--- src/rtl/mem_access_if.sv ---
// Load/store request, memory and response signals between the core, the access
// sequencer and the data memory. The sequencer uses the slave modport and its environment uses master.
interface mem_access_if;
    logic        req_valid;
    logic        req_ready;
    logic        req_we;
    logic [2:0]  req_funct3;
    logic [31:0] req_addr;
    logic [31:0] req_wdata;
    logic        mem_req;
    logic        mem_we;
    logic [31:0] mem_addr;
    logic [3:0]  mem_be;
    logic [31:0] mem_wdata;
    logic        mem_ack;
    logic [31:0] mem_rdata;
    logic        rsp_valid;
    logic        rsp_err;
    logic [31:0] rsp_rdata;
    logic        busy;

    modport slave (
        input  req_valid, req_we, req_funct3, req_addr, req_wdata, mem_ack, mem_rdata,
        output req_ready, mem_req, mem_we, mem_addr, mem_be, mem_wdata,
               rsp_valid, rsp_err, rsp_rdata, busy
    );

    modport master (
        output req_valid, req_we, req_funct3, req_addr, req_wdata, mem_ack, mem_rdata,
        input  req_ready, mem_req, mem_we, mem_addr, mem_be, mem_wdata,
               rsp_valid, rsp_err, rsp_rdata, busy
    );
endinterface

--- src/rtl/mem_access_ctrl.sv ---
// Single-outstanding load/store sequencer: checks alignment and funct3, issues a
// word-aligned memory request, waits for ack (with timeout) and returns extended data.
module mem_access_ctrl #(
    parameter int MAX_WAIT = 15
) (
    input  logic        clk,
    input  logic        reset,
    mem_access_if.slave bus
);
    typedef enum logic [1:0] {S_IDLE, S_REQ, S_RESP, S_ERR} state_t;

    state_t      r_state, w_next;
    logic        r_we;
    logic [2:0]  r_f3;
    logic [31:0] r_addr, r_wdata, r_rdata;
    logic [7:0]  r_wait;

    logic        w_accept, w_illegal, w_misalign, w_timeout;
    logic [3:0]  w_st_be;
    logic [31:0] w_st_wdata, w_shift, w_ld_data;

    assign w_accept  = bus.req_valid && (r_state == S_IDLE);
    assign w_timeout = (r_wait == 8'(MAX_WAIT - 1));

    // Legality is judged on the live request so the error decision is made at accept time
    always_comb begin
        w_illegal = bus.req_we ? (bus.req_funct3 > 3'd2)
                               : (bus.req_funct3 inside {3'b011, 3'b110, 3'b111});
        case (bus.req_funct3[1:0])
            2'b01:   w_misalign = bus.req_addr[0];
            2'b10:   w_misalign = |bus.req_addr[1:0];
            default: w_misalign = 1'b0;
        endcase
    end

    always_ff @(posedge clk or posedge reset) begin
        if (reset) r_state <= S_IDLE;
        else       r_state <= w_next;
    end

    always_comb begin
        w_next = r_state;
        case (r_state)
            S_IDLE: if (w_accept) w_next = (w_illegal || w_misalign) ? S_ERR : S_REQ;
            S_REQ: begin
                if (bus.mem_ack)    w_next = S_RESP;
                else if (w_timeout) w_next = S_ERR;
            end
            default: w_next = S_IDLE;
        endcase
    end

    always_ff @(posedge clk or posedge reset) begin
        if (reset) begin
            r_we    <= 1'b0;
            r_f3    <= 3'd0;
            r_addr  <= 32'd0;
            r_wdata <= 32'd0;
            r_rdata <= 32'd0;
            r_wait  <= 8'd0;
        end else begin
            if (w_accept) begin
                r_we    <= bus.req_we;
                r_f3    <= bus.req_funct3;
                r_addr  <= bus.req_addr;
                r_wdata <= bus.req_wdata;
            end
            if (r_state == S_REQ && bus.mem_ack) r_rdata <= bus.mem_rdata;
            // Staying in REQ implies no ack this cycle; any exit clears the counter
            if (r_state == S_REQ && w_next == S_REQ) r_wait <= r_wait + 8'd1;
            else                                     r_wait <= 8'd0;
        end
    end

    always_comb begin
        case (r_f3[1:0])
            2'b00:   begin w_st_be = 4'b0001 << r_addr[1:0];            w_st_wdata = {4{r_wdata[7:0]}};  end
            2'b01:   begin w_st_be = r_addr[1] ? 4'b1100 : 4'b0011;     w_st_wdata = {2{r_wdata[15:0]}}; end
            default: begin w_st_be = 4'b1111;                           w_st_wdata = r_wdata;            end
        endcase
    end

    assign w_shift = r_rdata >> {r_addr[1:0], 3'b000};

    always_comb begin
        case (r_f3)
            3'b000:  w_ld_data = {{24{w_shift[7]}}, w_shift[7:0]};
            3'b100:  w_ld_data = {24'd0, w_shift[7:0]};
            3'b001:  w_ld_data = {{16{w_shift[15]}}, w_shift[15:0]};
            3'b101:  w_ld_data = {16'd0, w_shift[15:0]};
            default: w_ld_data = r_rdata;
        endcase
    end

    // Outputs decode the state register only, so reset clears them without waiting for a clock
    always_comb begin
        bus.req_ready = (r_state == S_IDLE);
        bus.busy      = (r_state != S_IDLE);
        bus.mem_req   = 1'b0;
        bus.mem_we    = 1'b0;
        bus.mem_addr  = 32'd0;
        bus.mem_be    = 4'd0;
        bus.mem_wdata = 32'd0;
        bus.rsp_valid = 1'b0;
        bus.rsp_err   = 1'b0;
        bus.rsp_rdata = 32'd0;
        case (r_state)
            S_REQ: begin
                bus.mem_req   = 1'b1;
                bus.mem_we    = r_we;
                bus.mem_addr  = {r_addr[31:2], 2'b00};
                bus.mem_be    = r_we ? w_st_be : 4'b1111;
                bus.mem_wdata = w_st_wdata;
            end
            S_RESP: begin
                bus.rsp_valid = 1'b1;
                bus.rsp_rdata = r_we ? 32'd0 : w_ld_data;
            end
            S_ERR: begin
                bus.rsp_valid = 1'b1;
                bus.rsp_err   = 1'b1;
            end
            default: ;
        endcase
    end
endmodule

--- src/flat_wrapper.sv ---
// flat-port wrapper written by rule: the top's interface ports become plain ports
module mem_access_ctrl_flat 
#(
    parameter int MAX_WAIT = 15
)
  (clk, reset, bus_req_valid, bus_req_we, bus_req_funct3, bus_req_addr, bus_req_wdata, bus_mem_ack, bus_mem_rdata, bus_req_ready, bus_mem_req, bus_mem_we, bus_mem_addr, bus_mem_be, bus_mem_wdata, bus_rsp_valid, bus_rsp_err, bus_rsp_rdata, bus_busy);
  mem_access_if bus_i ();
  input  logic clk;
  input  logic reset;
  input wire logic [$bits(bus_i.req_valid)-1:0] bus_req_valid;
  input wire logic [$bits(bus_i.req_we)-1:0] bus_req_we;
  input wire logic [$bits(bus_i.req_funct3)-1:0] bus_req_funct3;
  input wire logic [$bits(bus_i.req_addr)-1:0] bus_req_addr;
  input wire logic [$bits(bus_i.req_wdata)-1:0] bus_req_wdata;
  input wire logic [$bits(bus_i.mem_ack)-1:0] bus_mem_ack;
  input wire logic [$bits(bus_i.mem_rdata)-1:0] bus_mem_rdata;
  output wire logic [$bits(bus_i.req_ready)-1:0] bus_req_ready;
  output wire logic [$bits(bus_i.mem_req)-1:0] bus_mem_req;
  output wire logic [$bits(bus_i.mem_we)-1:0] bus_mem_we;
  output wire logic [$bits(bus_i.mem_addr)-1:0] bus_mem_addr;
  output wire logic [$bits(bus_i.mem_be)-1:0] bus_mem_be;
  output wire logic [$bits(bus_i.mem_wdata)-1:0] bus_mem_wdata;
  output wire logic [$bits(bus_i.rsp_valid)-1:0] bus_rsp_valid;
  output wire logic [$bits(bus_i.rsp_err)-1:0] bus_rsp_err;
  output wire logic [$bits(bus_i.rsp_rdata)-1:0] bus_rsp_rdata;
  output wire logic [$bits(bus_i.busy)-1:0] bus_busy;
  assign bus_i.req_valid = bus_req_valid;
  assign bus_i.req_we = bus_req_we;
  assign bus_i.req_funct3 = bus_req_funct3;
  assign bus_i.req_addr = bus_req_addr;
  assign bus_i.req_wdata = bus_req_wdata;
  assign bus_i.mem_ack = bus_mem_ack;
  assign bus_i.mem_rdata = bus_mem_rdata;
  assign bus_req_ready = bus_i.req_ready;
  assign bus_mem_req = bus_i.mem_req;
  assign bus_mem_we = bus_i.mem_we;
  assign bus_mem_addr = bus_i.mem_addr;
  assign bus_mem_be = bus_i.mem_be;
  assign bus_mem_wdata = bus_i.mem_wdata;
  assign bus_rsp_valid = bus_i.rsp_valid;
  assign bus_rsp_err = bus_i.rsp_err;
  assign bus_rsp_rdata = bus_i.rsp_rdata;
  assign bus_busy = bus_i.busy;
  mem_access_ctrl #(.MAX_WAIT(MAX_WAIT)) u_core (.clk(clk), .reset(reset), .bus(bus_i));
endmodule
--- config.mk ---
export PLATFORM = sky130hd
export DESIGN_NAME = mem_access_ctrl_flat
export DESIGN_NICKNAME = d
export VERILOG_FILES = /design/src/rtl/mem_access_if.sv /design/src/rtl/mem_access_ctrl.sv /design/src/flat_wrapper.sv
export SDC_FILE = /design/constraint.sdc
export NUM_CORES = 1
export LEC_CHECK = 0
export CAP_MARGIN = 30
export CORE_MARGIN = 2
export CORE_UTILIZATION = 30
export CTS_CLUSTER_DIAMETER = 60
export DETAILED_ROUTE_END_ITERATION = 8
export GPL_TIMING_DRIVEN = 0
export SETUP_SLACK_MARGIN = 0.5
export SLEW_MARGIN = 20
export SYNTH_ARGS = -nofsm -noshare
export SYNTH_HDL_FRONTEND = slang
export SYNTH_SLANG_ARGS = --single-unit
--- constraint.sdc ---
create_clock -name clk -period 4.5 [get_ports clk]
set_clock_uncertainty 0.1 [all_clocks]
set_input_delay 0.9 -clock clk [delete_from_list [all_inputs] [get_ports clk]]
set_output_delay 0.9 -clock clk [all_outputs]
set_load 0.01 [all_outputs]
==> impl_results.md, run 1 <==
* Status: finished clean
* Pwr Density at between 600 and 700 nW/µm²
* Gpl congestion at between 0.8 and 0.9
* I/O pins at 210
* Worst Setup End Kind: output port
* Commonest non-fill, non-tap cell in the layout: clkdlybuf4s50_1
* Most frequent cells in the layout: 207 x clkdlybuf4s50_1, 110 x dfrtp_1, 106 x mux2_2
* Largest net degree at the start of global routing at 80
* Final ANT Viol Nets at 0
* Nets at 850
* Synthesis Warnings at 0
* First-pass GRT wire length at about 27000 µm
* Top-area cell type share of the netlist area at between 40% and 50%
* R2R Setup Slk at between 2 and 2.5 ns
* RR Startpoint: u_core.r_state[0]
* Cts bufs inserted at 9
* Cells after Synth at 520
* CTS tree: yes
* Share of cells above drive strength 1 at between 20% and 30%
* Syn Area/Cell at approximately 11 µm²
* Synthesized flop and latch total at 110
* Total Wirelength at ~18000 µm
* Detailed Place HPWL at roughly 14000 µm
* Critical path arrival at about 2.9 ns
* Site Rows at 50
* Number of global-route vias before repair at 5036
* Worst-margin pin slew at a little over 0.7 ns
* Crit path setup slack, layout at 0.627 ns
* Area Growth Syn to Fin at 47.0%
* CP required at approximately 3.5 ns
* Peak supply drop at 0.336 mV
* Crit Path Max Fanout at 10
* Vias per cell at around 4.8
* Die Wd at 143 µm
* Router iterations before antenna repair at 5
* Final Critical Period at roughly 3.9 ns
* Peak Freq at about 0.26 GHz
* Worst R2R End: u_core.r_wdata[25]
* Hold crit path type: reg -> reg
* Period utilisation layout at a little under nine tenths
* Hold Path End: u_core.r_addr[31]
* Hold depth at 1
* Post-synth EDFFs at 0
* Critical Path Start: u_core.r_f3[0]
* Clk slew on worst S/H paths at ~0.07 ns
* Clk buf depth at 2
* CTS Sinks at 110
* Die area at ~20000 µm²
* DRC violation count after routing at 0
* Vias post-DR at slightly below 5k
* Leak pwr at about 0.0036 µW
* RSZ-0062 raised after global routing: false
* Port bufs at roughly 210
* CORE AREA at around 19000 µm²
* Setup violators final at 0
* N_diodes at 0
* Cell variety after synth at 43
* CP Launch Type: flop
* WS Path Type: reg -> out
* Final core occ at 45.2%
* Worst skew pair latency at roughly 0.35 ns
* Mapped Area at 5790 µm²
* Fin. max-slew vios at 0
* Relative slew slack at a little over half
* Total chip power at 5530 µW
* Seq/Total Area, Yosys at roughly 48%
* Routed length per placed instance at 17.8 µm
* Root Driver: clkbuf_16
* Largest area contributor in the netlist: dfrtp_1
* Initial antenna violation count at 0
* DR iter-0 viols at approximately 220
* Ys async rst share at between 90% and 100%
* Main synth FF type: dfrtp_1
* MaxCap Viol Count at 0
* CTS H-tree depth at 3
* Ranking of synthesized cells by area: dfrtp_1 48%, mux2_2 21%, and2_1 4.6%
* Pre-CTS setup slack at ~0.79 ns
* Die Height at 143 µm
* Final Hold Viols at 0
* Worst hold start: u_core.r_addr[31]
* All-Layer GR Usage at 17.4%
* Reg2reg path depth at 5
* Starting Density at between 30% and 40%
* Global route total overflow at 0
cells by family (layout without fill, tap and decap cells):
family / count (synthesis) / count (layout) / synth area share, %
adder cells (fa/ha/maj): 5 / 5 / 1.08
AO/OA/AOI/OAI: 85 / 85 / 10.4
AND/OR/NAND/NOR: 140 / 140 / 12.3
multiplexers: 124 / 124 / 23.7
buffers and inverters: 48 / 272 / 3.85
other: 1 / 2 / 0.0648
XOR/XNOR: 7 / 7 / 1.06
flip-flops: 110 / 110 / 47.6
final cells by class:
class | count | area (µm²)
inverters | 9 | 38.8
clock buffers | 9 | 225
clock inverters | 6 | 38.8
fillers | 1792 | 10300
repair buffers | 209 | 2110
flip-flops and latches | 110 | 2750
multi-input cells | 363 | 2830
plain buffers | 39 | 190
well taps | 260 | 325
where the power goes:
group,total (µW),switching (µW),internal (µW)
clock,740,368,372
sequential,1840,376,1460
combinational,2950,1360,1590
total,5530,2100,3430
Yosys cell counts, drive strengths merged (2+ instances only):
cell type  count
xor2           6
or2            2
nor2          50
a31oi          2
and2          43
o21ai         12
nand3          2
a32oi          2
or3            2
nand2         25
nor3b          2
inv            9
o21bai         7
a21o          16
ha             5
buf           24
a21oi         31
nand4          2
a222oi         6
clkbuf        15
dfrtp        110
mux2i         18
mux2         106
nand2b         4
o211a          6
worst max path at each step:
stage                         end  slack (ns)
3_5_place_dp    bus_rsp_rdata[21]        0.79
5_1_grt          bus_rsp_rdata[8]        0.51
3_3_place_gp   u_core.r_rdata[10]       -1.05
4_1_cts         bus_rsp_rdata[21]        0.52
6_report         bus_rsp_rdata[8]        0.63
2_1_floorplan    u_core.r_addr[0]        0.60
critical path, cell delays in order (launching register included):
cell and delay [ns]:
dfrtp_1 0.38, buf_2 0.20, or2_2 0.31, clkbuf_1 0.23, or3_1 0.38, clkbuf_1 0.22, a21oi_1 0.23, clkdlybuf4s50_1 0.57
sequential cells by signal, indices dropped and copies added, names as in the netlist:
name,cells
u_core.r_addr,32
u_core.r_rdata,32
u_core.r_wdata,32
u_core.r_wait,8
u_core.r_f3,3
u_core.r_state,2
u_core.r_we,1
metal layers:
layer | share of wire, % | vias to the layer above | wire [µm] | global-route usage (%)
met2 | 46 | 221 | 8250 | 28.5
met1 | 42 | 2329 | 7410 | 21.6
li1 | - | 2244 | - | -
met4 | 1.5 | 0 | 263 | 5.05
met3 | 11 | 16 | 1940 | 6.34
met5 | 0 | - | 0 | 0
metrics by stage:
step           TNS (ns)  instances  area (µm²)  hold slack, ns
6_report              0       1005        8510           0.400
5_1_grt               0       1005        8510           0.426
4_1_cts               0       1004        8490           0.405
3_5_place_dp          0        989        8220           0.388
3_3_place_gp    -114.24        988        8190           0.381
2_1_floorplan         0        521        5790           0.369
what timing repair did:
| action | in CTS | in global routing |
|---|---|---|
| endpoints found under the setup margin | 10 | 11 |
| setup buffers | 0 | 1 |
| resized for setup | 1 | 3 |
| hold buffers | 0 | 0 |
| pin swaps | 0 | 1 |
Power figures use the tool's default switching activity.
==> run 2: changes to the inputs <==
==> constraint.sdc (replaced) <==
create_clock -name clk -period 4.5 [get_ports clk]
set_clock_uncertainty 0.1 [all_clocks]
set_input_delay 1.35 -clock clk [delete_from_list [all_inputs] [get_ports clk]]
set_output_delay 1.35 -clock clk [all_outputs]
set_load 0.01 [all_outputs]
==> run 2 against run 1 <==
Against the previous run:
- utilization up 0.54 points
- largest cell class unchanged
- combinational power about the same
- routed wire length up 1.5%
- non-clock buffer count up 8
- highest routed layer unchanged
- design area grew 1.2%
- worst hold slack got worse by 0.0017 ns
- register-to-register slack got worse by 0.12 ns
- clock power is 0.9% higher
- critical endpoint is now bus_rsp_rdata[31]
- sequential power barely moved
==> impl_results.md, run 2 (same netlist as run 1, synthesis figures left out) <==
* Clk buf depth at 2 (unchanged)
* WS Path Type: reg -> out
* Final Critical Period at 3.92 ns (+0.0467 ns)
* N_diodes at 0 (unchanged)
* Net Sw Power at 2110 µW (+0.51%)
* Relative slew slack at 52.4% (+0.27 points)
* Nets at 858 (+0.94%)
* Die Height at 143 µm (unchanged)
* Vias post-DR at 4805 (-0.10%)
* Gpl congestion at 0.842 (+1.8%)
* Total Wirelength at 18100 µm (+1.5%)
* Number of global-route vias before repair at 5113 (+1.5%)
* Port bufs at 207 (unchanged)
* Peak supply drop at 0.275 mV (-18%)
* Routed length per placed instance at 17.9 µm (+0.57%)
* RSZ-0062 raised after global routing: true
* Most frequent cells in the layout: 184 x clkdlybuf4s50_1, 108 x dfrtp_1, 106 x mux2_2
* Critical path arrival at 2.47 ns (-0.40 ns)
* Setup TNS at 0 ns (unchanged)
* CORE AREA at 18800 µm² (unchanged)
* Comb power frac at 53.5% (+0.2 points)
* CP Launch Type: flop
* I/O pins at 210 (unchanged)
* Status: finished clean
* Cts bufs inserted at 9 (unchanged)
* Total chip power at 5560 µW (+0.68%)
* DRC violation count after routing at 0 (unchanged)
* CTS tree: yes
* Biggest regs: u_core.r_addr x32, u_core.r_rdata x32, u_core.r_wdata x32
* R2R Setup Slk at 2.28 ns (-0.12 ns)
* First-pass GRT wire length at 27500 µm (+1.2%)
* Global route total overflow at 0 (unchanged)
* Router iterations before antenna repair at 7 (+2)
* Detailed Place HPWL at 13900 µm (+2.0%)
* Worst-margin pin slew at 0.712 ns (-0.00409 ns)
* All-Layer GR Usage at 17.6% (+0.17 points)
* Root Driver: clkbuf_16
* Starting Density at 30.7% (unchanged)
* CTS H-tree depth at 3 (unchanged)
* Final ANT Viol Nets at 0 (unchanged)
* Share of total power in the clock network at 13.4% (about the same)
* Clk slew on worst S/H paths at 0.07 ns (about the same)
* CTS Sinks at 110 (unchanged)
* Die area at 20400 µm² (unchanged)
* Setup violators final at 0 (unchanged)
* Peak Freq at 0.255 GHz (-1.2%)
* CP required at 3.05 ns (-0.45 ns)
* Area Growth Syn to Fin at 48.7%
* Largest net degree at the start of global routing at 32 (-60%)
* Pwr Density at 646 nW/µm² (-0.51%)
* Site Rows at 50 (unchanged)
* DR iter-0 viols at 177 (-18%)
* Worst Setup End Kind: output port
* Int Power at 3450 µW (+0.77%)
* Final Hold Viols at 0 (unchanged)
* Fin. max-slew vios at 0 (unchanged)
* Share of cells above drive strength 1 at 24.7% (+2.8 points)
* Commonest non-fill, non-tap cell in the layout: clkdlybuf4s50_1
* Hold crit path type: reg -> reg
* Period utilisation layout at 87.1% (+1.0 points)
* # fillers at 1782 (-0.56%)
* Worst skew pair latency at 0.35 ns (about the same)
* Leak pwr at 0.00383 µW (+5.7%)
* Initial antenna violation count at 0 (unchanged)
* Die Wd at 143 µm (unchanged)
* Register share of total power at 33.1% (-0.2 points)
* Crit Path Max Fanout at 9 (-1)
* Sw Share at 37.9% (-0.061 points)
* MaxCap Viol Count at 0 (unchanged)
* Vias per cell at 4.74 (-0.99%)
[run 2: cell count changes in the layout (fill, tap and decap cells not counted), moves of 3 or more]
cell / previous run / this run
clkdlybuf4s50_1: 207 / 184
dlygate4sd2_1: 0 / 21
buf_4: 3 / 10
clkbuf_2: 1 / 6
clkbuf_1: 14 / 10
buf_1: 4 / 1
buf_12: 0 / 3
buf_2: 16 / 19
[run 2: per-stage QoR]
step	instances	utilization, %	hold WS, ns	cell area [µm²]	setup slack, ns
finish	1014	45.7	0.398	8610	0.580
global route	1014	45.7	0.414	8610	0.456
CTS	1013	45.5	0.404	8560	0.448
global placement	988	43.5	0.381	8190	0.399
detailed placement	991	43.8	0.388	8250	0.387
floorplan	521	-	0.369	5800	1.34
[run 2: area by class of cell]
type / instances / area, µm² / share of cell area [%]
multi-input combinational: 363 / 2860 / 33.2
sequential: 110 / 2760 / 32.0
timing repair buffer: 217 / 2160 / 25.1
tap: 260 / 325 / 3.78
clock buffer: 11 / 233 / 2.70
buffer: 39 / 204 / 2.37
inverter: 9 / 37.5 / 0.436
clock inverter: 5 / 35.0 / 0.407
[run 2: power groups by stage]
stage | Clock (µW) | Combinational (µW) | Sequential, µW
after detailed placement | 0 | 2940 | 1850
after CTS | 769 | 2980 | 1840
after global placement | 0 | 2890 | 1830
after global routing | 807 | 3220 | 1910
after floorplan | 0 | 1790 | 1700
final | 747 | 2980 | 1840
[run 2: final timing paths]
path,from,depth (start not counted),endpoint
max in group asynchronous,reset,4,u_core.r_rdata[17]
max reg2reg,u_core.r_state[0],6,u_core.r_wdata[13]
min reg2reg,u_core.r_addr[23],1,u_core.r_addr[23]
min in group asynchronous,reset,2,u_core.r_addr[25]
min,u_core.r_addr[23],1,u_core.r_addr[23]
max,u_core.r_addr[1],9,bus_rsp_rdata[31]
[run 2: repair_timing]
item,4_1_cts,5_1_grt
setup buffers,6,1
pin swaps,3,0
endpoints found under the setup margin,32,31
gates resized for setup,31,20
hold buffers,0,0
gates cloned,0,0
endpoints found under the hold margin,0,0
[run 2: layer usage]
layer  vias to the layer above  global-route usage (%)  wire length, µm
met5                         -                       0                0
met3                        17                    6.91             1900
li1                       2270                       -                -
met2                       210                    28.5             8320
met1                      2308                    21.6             7620
met4                         0                    5.37              281
[run 2: worst max-delay path, cell delays in order, from the launching register on]
cell	delay [ns]
dfrtp_1	0.31
buf_2	0.20
mux2_2	0.40
a32oi_2	0.20
a2111oi_4	0.10
buf_4	0.16
buf_4	0.14
buf_4	0.14
a21o_2	0.18
dlygate4sd2_1	0.29
==> run 3: changes to the inputs <==
--- a/config.mk
+++ b/config.mk
@@ -8,10 +8,12 @@
 export CAP_MARGIN = 30
 export CORE_MARGIN = 2
 export CORE_UTILIZATION = 30
+export CTS_BUF_LIST = sky130_fd_sc_hd__clkbuf_2 sky130_fd_sc_hd__clkbuf_4 sky130_fd_sc_hd__clkbuf_8
 export CTS_CLUSTER_DIAMETER = 60
 export DETAILED_ROUTE_END_ITERATION = 8
 export GPL_TIMING_DRIVEN = 0
 export SETUP_SLACK_MARGIN = 0.5
+export SKIP_CTS_REPAIR_TIMING = 1
 export SLEW_MARGIN = 20
 export SYNTH_ARGS = -nofsm -noshare
 export SYNTH_HDL_FRONTEND = slang
==> constraint.sdc (replaced) <==
create_clock -name clk -period 3.76 [get_ports clk]
set_clock_uncertainty 0.1 [all_clocks]
set_input_delay 1.128 -clock clk [delete_from_list [all_inputs] [get_ports clk]]
set_output_delay 1.128 -clock clk [all_outputs]
set_load 0.01 [all_outputs]
==> run 3 against run 2 <==
Against the previous run:
- design area increased by 4.0%
- routed wire length grew 2.8%
- sequential power is 20% higher
- die area unchanged
- sequential share of layout area is 1.2 points lower
- highest routed layer unchanged
- utilization grew 1.8 points
- combinational power grew 28%
- clock-buffer cell count unchanged
- global-route usage shrank 0.27 points
- setup slack got worse by 0.36 ns
- cell count increased by 1.2%
- largest cell class unchanged
==> impl_results.md, run 3 (same netlist as run 1, synthesis figures left out) <==
* N_diodes at 0 (unchanged)
* Vias post-DR at 4835 (+0.62%)
* DR iter-0 viols at 172 (-2.8%)
* Initial antenna violation count at 0 (unchanged)
* Detailed Place HPWL at 13900 µm (unchanged)
* Fin. max-slew vios at 0 (unchanged)
* MaxCap Viol Count at 0 (unchanged)
* Global route total overflow at 0 (unchanged)
* Total chip power at 6690 µW (+20%)
* CORE AREA at 18800 µm² (unchanged)
* Status: finished clean
* Seq. cell area at 2760 µm² (about the same)
* Starting Density at 30.7% (unchanged)
* CP required at 2.53 ns (-0.52 ns)
* Die Height at 143 µm (unchanged)
* Share of cells above drive strength 1 at 31.7% (+7.1 points)
* All-Layer GR Usage at 17.3% (-0.27 points)
* Area Growth Syn to Fin at 54.7%
* Port bufs at 207 (unchanged)
* Worst-margin pin slew at 0.561 ns (-0.151 ns)
* CP Launch Type: flop
* Clk buf depth at 2 (unchanged)
* Clk slew on worst S/H paths at 0.11 ns (+0.04 ns)
* I/O pins at 210 (unchanged)
* Biggest regs: u_core.r_addr x32, u_core.r_rdata x32, u_core.r_wdata x32
* Critical path arrival at 2.31 ns (-0.16 ns)
* Total Wirelength at 18600 µm (+2.8%)
* WS Path Type: reg -> out
* Placed Instances at 991 (unchanged)
* R2R Setup Slk at 1.43 ns (-0.85 ns)
* Vias per cell at 4.71 (-0.55%)
* Worst skew pair latency at 0.37 ns (+0.02 ns)
* Gpl congestion at 0.842 (unchanged)
* CTS Sinks at 110 (unchanged)
* Peak Freq at between 0.2 and 0.3 GHz
* Final Hold Viols at 0 (unchanged)
* Nets at 870 (+1.4%)
* Site Rows at 50 (unchanged)
* Worst Setup End Kind: output port
* Die Wd at 143 µm (unchanged)
* Relative slew slack at 62.5% (+10 points)
* Pwr Density at 747 nW/µm² (+16%)
* Crit Path Max Fanout at 5 (-4)
* Commonest non-fill, non-tap cell in the layout: clkdlybuf4s50_1
* Final Critical Period at approximately 3.5 ns
* Setup TNS at 0 ns (unchanged)
* DRC violation count after routing at 0 (unchanged)
* Root Driver: clkbuf_8
* First-pass GRT wire length at 27200 µm (-1.3%)
* Peak supply drop at 0.333 mV (+21%)
* Period utilisation layout at a little over nine tenths
* Most frequent cells in the layout: 116 x clkdlybuf4s50_1, 106 x dfrtp_1, 105 x mux2_2
* # fillers at 1749 (-1.9%)
* Number of global-route vias before repair at 5027 (-1.7%)
* Final ANT Viol Nets at 0 (unchanged)
* Final Non-Filler Cells at 1026 (+1.2%)
* Router iterations before antenna repair at 6 (-1)
* Area of the multi-input gates at 2930 µm² (+2.6%)
* Setup violators final at 0 (unchanged)
* Routed length per placed instance at 18.2 µm (+1.6%)
* Hold crit path type: reg -> reg
* Leak pwr at 0.00495 µW (+29%)
* Cts bufs inserted at 9 (unchanged)
* Die area at 20400 µm² (unchanged)
* RSZ-0062 raised after global routing: true
* Largest net degree at the start of global routing at 32 (unchanged)
* CTS tree: yes
* CTS H-tree depth at 3 (unchanged)
* Final core occ at 47.5% (+1.8 points)
==> run 3: changes by cell type in the layout (fill, tap and decap cells not counted), moves of 7 or more <==
cell / change
a21oi_2: +7
buf_6: +17
clkbuf_16: -8
clkdlybuf4s50_1: -68
dlymetal6s2s_1: +66
a21oi_1: -7
clkbuf_8: +9
clkbuf_1: -8
buf_4: +10
dlygate4sd2_1: -21
==> run 3: worst paths after layout <==
check,startpoint,to,cells after the start
max,u_core.r_state[0],bus_rsp_rdata[22],8
min,u_core.r_addr[23],u_core.r_addr[23],1
max reg2reg,u_core.r_state[0],u_core.r_wdata[25],7
min reg2reg,u_core.r_addr[23],u_core.r_addr[23],1
max in group asynchronous,reset,u_core.r_rdata[17],4
min in group asynchronous,reset,u_core.r_addr[26],2
==> run 3: layer usage <==
metal	GRT usage (%)	wire, µm
met5	0	0
met4	4.38	227
met3	6.71	1870
met2	28.1	8690
met1	21.7	7850
==> run 3: metrics by stage <==
| step | worst slack [ns] | area, µm² | hold WS, ns |
|---|---|---|---|
| global route | 0.134 | 8950 | 0.423 |
| CTS | -0.590 | 8430 | 0.412 |
| detailed placement | -0.131 | 8250 | 0.388 |
| finish | 0.225 | 8950 | 0.406 |
| global placement | -0.119 | 8190 | 0.381 |
| floorplan | 0.821 | 5800 | 0.369 |
==> run 3: critical path: stages, from the launching register on <==
cell and delay, ns:
dfrtp_2 0.45, or3b_4 0.41, buf_8 0.13, a2111oi_4 0.32, buf_6 0.17, buf_6 0.11, clkbuf_16 0.13, a21o_2 0.08
buf_4 0.12
==> run 3: layout make-up <==
type | count | share of cell area [%]
plain buffers | 39 | 3.35
clock buffers | 11 | 1.55
clock inverters | 5 | 0.391
inverters | 9 | 0.489
multi-input cells | 364 | 32.7
flip-flops and latches | 110 | 30.8
well taps | 260 | 3.63
repair buffers | 228 | 27.1
==> run 3: power breakdown <==
part           total [µW]  switching (µW)  internal, µW
Sequential           2200             450          1750
Clock                 672             414           258
Combinational        3810            1730          2080
